**src/rtl/cnn_layer_scheduler.sv**
```systemverilog
// Top-level sequencer for the two-layer CNN pipeline.
// Starts layer 1 and gives it the shared OFM port while it writes. After a
// fixed drain interval it starts layer 2 and gives the port to the layer-2
// window reader. It also counts accepted writes and flags protocol and
// range errors for the current run.
module cnn_layer_scheduler #(
  parameter int OFM_DEPTH    = 172,
  parameter int ADDR_W       = $clog2(OFM_DEPTH),
  parameter int DRAIN_CYCLES = 2
) (
  input  logic              clk,
  input  logic              rst,
  input  logic              start,
  input  logic              l1_done,
  input  logic              l2_done,
  input  logic              l1_wr_req,
  input  logic [ADDR_W-1:0] l1_wr_addr,
  input  logic              l2_rd_req,
  input  logic [ADDR_W-1:0] l2_rd_addr,
  output logic              l1_start,
  output logic              l2_start,
  output logic              l1_wr_gnt,
  output logic              l2_rd_gnt,
  output logic [ADDR_W-1:0] ofm_addr,
  output logic              ofm_wr_en,
  output logic [ADDR_W:0]   wr_count,
  output logic              busy,
  output logic              done,
  output logic              err
);

  typedef enum logic [2:0] {
    IDLE   = 3'd0,
    L1_RUN = 3'd1,
    DRAIN  = 3'd2,
    L2_RUN = 3'd3,
    FINISH = 3'd4
  } state_t;

  // One extra bit so that a depth equal to 2**ADDR_W is still representable.
  localparam logic [ADDR_W:0] DEPTH_W    = (ADDR_W+1)'(OFM_DEPTH);
  // The drain counter counts up from 0 on each DRAIN cycle.
  localparam logic [3:0]      DRAIN_LAST = 4'(DRAIN_CYCLES - 1);

  state_t     state;
  state_t     state_nxt;
  logic [3:0] drain_cnt;
  logic       start_acc;
  logic       l2_go;
  logic       l1_in_range;
  logic       l2_in_range;
  logic       err_set;

  assign l1_in_range = ({1'b0, l1_wr_addr} < DEPTH_W);
  assign l2_in_range = ({1'b0, l2_rd_addr} < DEPTH_W);

  // State register.
  always_ff @(posedge clk or posedge rst) begin
    if (rst) state <= IDLE;
    else     state <= state_nxt;
  end

  // Next-state decode and OFM port arbitration.
  // A request in the completion cycle is still granted.
  always_comb begin
    state_nxt = state;
    start_acc = 1'b0;
    l2_go     = 1'b0;
    l1_wr_gnt = 1'b0;
    l2_rd_gnt = 1'b0;
    ofm_wr_en = 1'b0;
    ofm_addr  = '0;
    busy      = 1'b0;
    case (state)
      IDLE, FINISH: begin
        if (start) begin
          state_nxt = L1_RUN;
          start_acc = 1'b1;
        end
      end
      L1_RUN: begin
        busy      = 1'b1;
        l1_wr_gnt = l1_wr_req && l1_in_range;
        ofm_wr_en = l1_wr_req && l1_in_range;
        ofm_addr  = l1_wr_addr;
        if (l1_done) state_nxt = DRAIN;
      end
      DRAIN: begin
        busy = 1'b1;
        if (drain_cnt == DRAIN_LAST) begin
          state_nxt = L2_RUN;
          l2_go     = 1'b1;
        end
      end
      L2_RUN: begin
        busy      = 1'b1;
        l2_rd_gnt = l2_rd_req && l2_in_range;
        ofm_addr  = l2_rd_addr;
        if (l2_done) state_nxt = FINISH;
      end
      default: state_nxt = IDLE;
    endcase
  end

  // Error sources: a write outside L1_RUN or out of range, an out-of-range
  // read in L2_RUN, and a write accepted after the count has saturated.
  // A layer-2 read before L2_RUN only stalls and is not an error.
  always_comb begin
    err_set = 1'b0;
    if (l1_wr_req && !((state == L1_RUN) && l1_in_range)) err_set = 1'b1;
    if ((state == L2_RUN) && l2_rd_req && !l2_in_range)   err_set = 1'b1;
    if (l1_wr_gnt && (wr_count == DEPTH_W))               err_set = 1'b1;
  end

  // Drain interval counter; only advances while in DRAIN.
  always_ff @(posedge clk or posedge rst) begin
    if (rst)                  drain_cnt <= 4'd0;
    else if (state == DRAIN)  drain_cnt <= drain_cnt + 4'd1;
    else                      drain_cnt <= 4'd0;
  end

  // Registered start pulses, high in the first cycle of the new phase.
  always_ff @(posedge clk or posedge rst) begin
    if (rst) begin
      l1_start <= 1'b0;
      l2_start <= 1'b0;
    end else begin
      l1_start <= start_acc;
      l2_start <= l2_go;
    end
  end

  // Accepted-write counter, cleared by an accepted start, saturating at depth.
  always_ff @(posedge clk or posedge rst) begin
    if (rst)                                     wr_count <= '0;
    else if (start_acc)                          wr_count <= '0;
    else if (l1_wr_gnt && (wr_count != DEPTH_W)) wr_count <= wr_count + 1'b1;
  end

  // Run-complete and sticky error flags, both cleared by an accepted start.
  always_ff @(posedge clk or posedge rst) begin
    if (rst) begin
      done <= 1'b0;
      err  <= 1'b0;
    end else if (start_acc) begin
      done <= 1'b0;
      err  <= 1'b0;
    end else begin
      if ((state == L2_RUN) && l2_done) done <= 1'b1;
      if (err_set)                      err  <= 1'b1;
    end
  end

endmodule

```
**config.mk**
```make
export PLATFORM = sky130hd
export DESIGN_NAME = cnn_layer_scheduler
export DESIGN_NICKNAME = d
export VERILOG_FILES = /design/src/rtl/cnn_layer_scheduler.sv
export SDC_FILE = /design/constraint.sdc
export NUM_CORES = 1
export LEC_CHECK = 0
export CORE_MARGIN = 1.5
export CORE_UTILIZATION = 46
export DETAILED_ROUTE_END_ITERATION = 16
export PLACE_DENSITY = 0.87
export SETUP_SLACK_MARGIN = 0.1
export SYNTH_ARGS = -nofsm -noshare
export SYNTH_HDL_FRONTEND = slang
export SYNTH_SLANG_ARGS = --single-unit
```
**constraint.sdc**
```tcl
create_clock -name clk -period 3.45 [get_ports clk]
set_clock_uncertainty 0.05 [all_clocks]
set_input_delay 0.5175 -clock clk [delete_from_list [all_inputs] [get_ports clk]]
set_output_delay 0.5175 -clock clk [all_outputs]
set_load 0.05 [all_outputs]
```
==> results.toml <==
[status]
run_status = "finished clean"

[floorplan]
num_rows = 18
floorplan.initialDensity_pct = 48.2
num_io_pins = 48
design.die.area_um2 = 2910
fp.dieW_um = 54.0
chipHeight_um = 54.0
fp.coreArea_um2 = 2480

[power_and_ir_drop]
power-per-cell-area_nw_per_um2 = 712
static-leakage-power_nw = 0.705
worst_ir_drop_vdd_uv = 652

[placement]
post-dp-hpwl_mm = 2.28
io_buffers = 47
post-place-cells = 200
last_weighted_congestion_value_of_the_routability_driven_placer = 0.802

[synth]
sequential_fraction_of_the_synthesis_area_pct = 41.9
combinational_family_with_the_most_area_after_synthesis = "simple AND/OR/NAND/NOR gates"
postSynth.topFlopCell = "dfrtp_1"
synth.distinct_cells = 38
synthesis.yosys.warnings = 0
synth_cells = 129
postSynthAreaPerCell_um2 = 9.26
synth-edff-count = 0
post_synth_xor_area_fraction_pct = 1.47
synthesized_area_fraction_occupied_by_adder_cells_pct = 4.19
yosys_register_bits = 20
synth-async-reset-ratio_pct = 100
synth_compound_area_share_pct = 15.0
synthMuxAreaShare_pct = 8.38
syn-cell-area_um2 = 1190
synth_fp_nets = 156
synthSimpleGateAreaFrac_pct = 23.1

[final_layout]
post_route_cells_drive_above_1_share_pct = 6.90
utilization_pct = 68.5
layoutNonFillerInstCount = 204
antenna_cells_inserted = 0
layout.nets = 202
syn_to_final_growth_pct = 42.0

[global_route]
grt_first_pass_wirelength_mm = 4.45
grtUsageTotal_pct = 21.4
first_global_vias = 1068
grt_max_degree = 21
grt_overflow = 0
number_of_antenna_violations_at_the_first_check_in_global_routing = 0

[critical_path]
cpMaxStageDelayCell = "clkdlybuf4s50_1"
crit_path_max_fanout = 16
slowest_delay_ns = 0.80
worstSetupStartpointType = "flip-flop"
worstSetupEndpointType = "output pin"
critical_path_arrival_ns = 2.37
timing.critical_path.cells = "and2b_1, nand3_1, nor2_1, clkdlybuf4s50_1"
required_ns = 2.88
worst-setup-path-type = "flip-flop to output pin"

[job]
max-cap-violations = 0

[routing]
route.detailed.drc = 0
route.vias.total = 1168
wl_per_cell_um = 13.9
vias_per_cell = 5.73
tritonroute_pass_1_iters = 4
finalWirelength_mm = 2.84
antenna_violating_nets_post_route = 0
drt-initial-drc-count = 26

[cts]
tritoncts_num_sinks = 20
cts_made_buffers = 3
clock_path_buffers = 2
worst_skew_pair.late_latency_ns = 0.30
clock_tree_from_tritoncts = "yes"
ctsHtreeMaxLevel = 1
cts_root_buf = "clkbuf_4"
clk_transition_reported_paths_ns = 0.12
cts_resized = 0
post_cts_hold_buffer_count = 0
cts_post_setup_buffers_inserted = 0

[sta]
timing.slew.headroom_pct = 50.0
fin_crit_ns = 2.94
fmax_mhz = 340
rsz0062_at_grt = "false"
post-route-period-util_pct = 85.1
worst_slew_pin_slew_ns = 0.749
number_of_slew_limit_violations_in_the_final_report = 0
finalSetupViolCount = 0
timing.setup.tns_ns = 0
timing.final.hold_violations = 0

[hold_path]
holdCritPathClass = "flip-flop to flip-flop"
-- worst max-delay path: cells and delay by family (launching register included) --
| kind | cells | cell delay, ns |
|---|---|---|
| buf+inv | 1 | 0.80 |
| flops | 1 | 0.76 |
| simple gates | 3 | 0.51 |
-- worst paths after layout --
path	cells past startpoint	slack, ns	endpoint	startpoint
min in group asynchronous	2	0.58	wr_count[8]$_DFFE_PP0P_	rst
max reg2reg	5	1.49	wr_count[3]$_DFFE_PP0P_	state[1]$_DFFE_PP0P_
max	4	0.51	l2_rd_gnt	state[1]$_DFFE_PP0P_
min reg2reg	1	0.43	l2_start$_DFF_PP0_	drain_cnt[3]$_DFF_PP0_
max in group asynchronous	2	2.29	wr_count[3]$_DFFE_PP0P_	rst
min	1	0.43	l2_start$_DFF_PP0_	drain_cnt[3]$_DFF_PP0_
-- cell type report --
type	count	area, µm²
Fill cell	200	781
Tap cell	30	37.5
Sequential cell	20	500
Timing Repair Buffer	48	473
Multi-Input combinational cell	95	623
Clock buffer	4	36.3
Inverter	7	26.3
-- metrics by stage --
| step | setup slack, ns | cell area [µm²] | power (mW) | hold slack [ns] |
|---|---|---|---|---|
| 5_1_grt | 0.421 | 1700 | 1.28 | 0.444 |
| 3_3_place_gp | 0.717 | 1660 | 1.05 | 0.405 |
| 4_1_cts | 0.524 | 1700 | 1.21 | 0.430 |
| 6_report | 0.512 | 1700 | 1.21 | 0.430 |
| 3_5_place_dp | 0.604 | 1660 | 1.07 | 0.414 |
| 2_1_floorplan | 1.28 | 1190 | 0.857 | 0.388 |
-- per-layer routing --
| metal | GRT usage [%] | wire length (µm) |
|---|---|---|
| met5 | 0 | 0 |
| met1 | 22.8 | 1170 |
| met2 | 40.9 | 1460 |
| met3 | 4.72 | 187 |
| met4 | 6.84 | 31 |
-- sequential cells by signal, indices dropped and copies added (netlist names) --
| register | cells |
|---|---|
| wr_count | 9 |
| drain_cnt | 4 |
| state | 3 |
| done | 1 |
| err | 1 |
| l1_start | 1 |
| l2_start | 1 |
-- cell usage after synthesis (all sizes together), types with 4 or more instances --
master	count	area share, %
mux2i	10	8.4
nor2	19	6.0
ha	4	4.2
nand2	7	2.2
nand4	5	2.6
inv	7	2.2
nand3	4	1.7
dfrtp	20	42
a21oi	7	2.9
buf	6	3.5
o21ai	6	2.5
-- cell families (layout without fill, tap and decap cells) --
logic type | Yosys count | after routing
buffers and inverters | 14 | 59
AOI/OAI and AO/OA | 27 | 27
DFF | 20 | 20
xor gates and xnor gates | 2 | 2
adders and majority gates | 4 | 4
and+or+nand+nor | 52 | 52
muxes | 10 | 10
-- report_power, final --
part	leakage (nW)	total, mW	switching (mW)	internal, mW
registers	0.270	0.367	0.0841	0.283
logic	0.415	0.703	0.451	0.252
clock network	0.0210	0.138	0.0739	0.0644
total	0.705	1.21	0.609	0.599
-- cells in the final DEF, fill, tap and decap left out, drive strengths merged, types with 2 or more instances in the layout --
cell type,count
a211oi,3
a21oi,7
buf,3
clkbuf,4
clkdlybuf4s50,45
dfrtp,20
ha,4
inv,7
mux2i,10
nand2,7
nand2b,3
nand3,4
nand4,5
nor2,19
nor2b,2
nor4b,2
o211ai,2
o21ai,6
o311ai,2
o31ai,2
o41ai,2
or3,3
(Power assumes the default switching activity.)
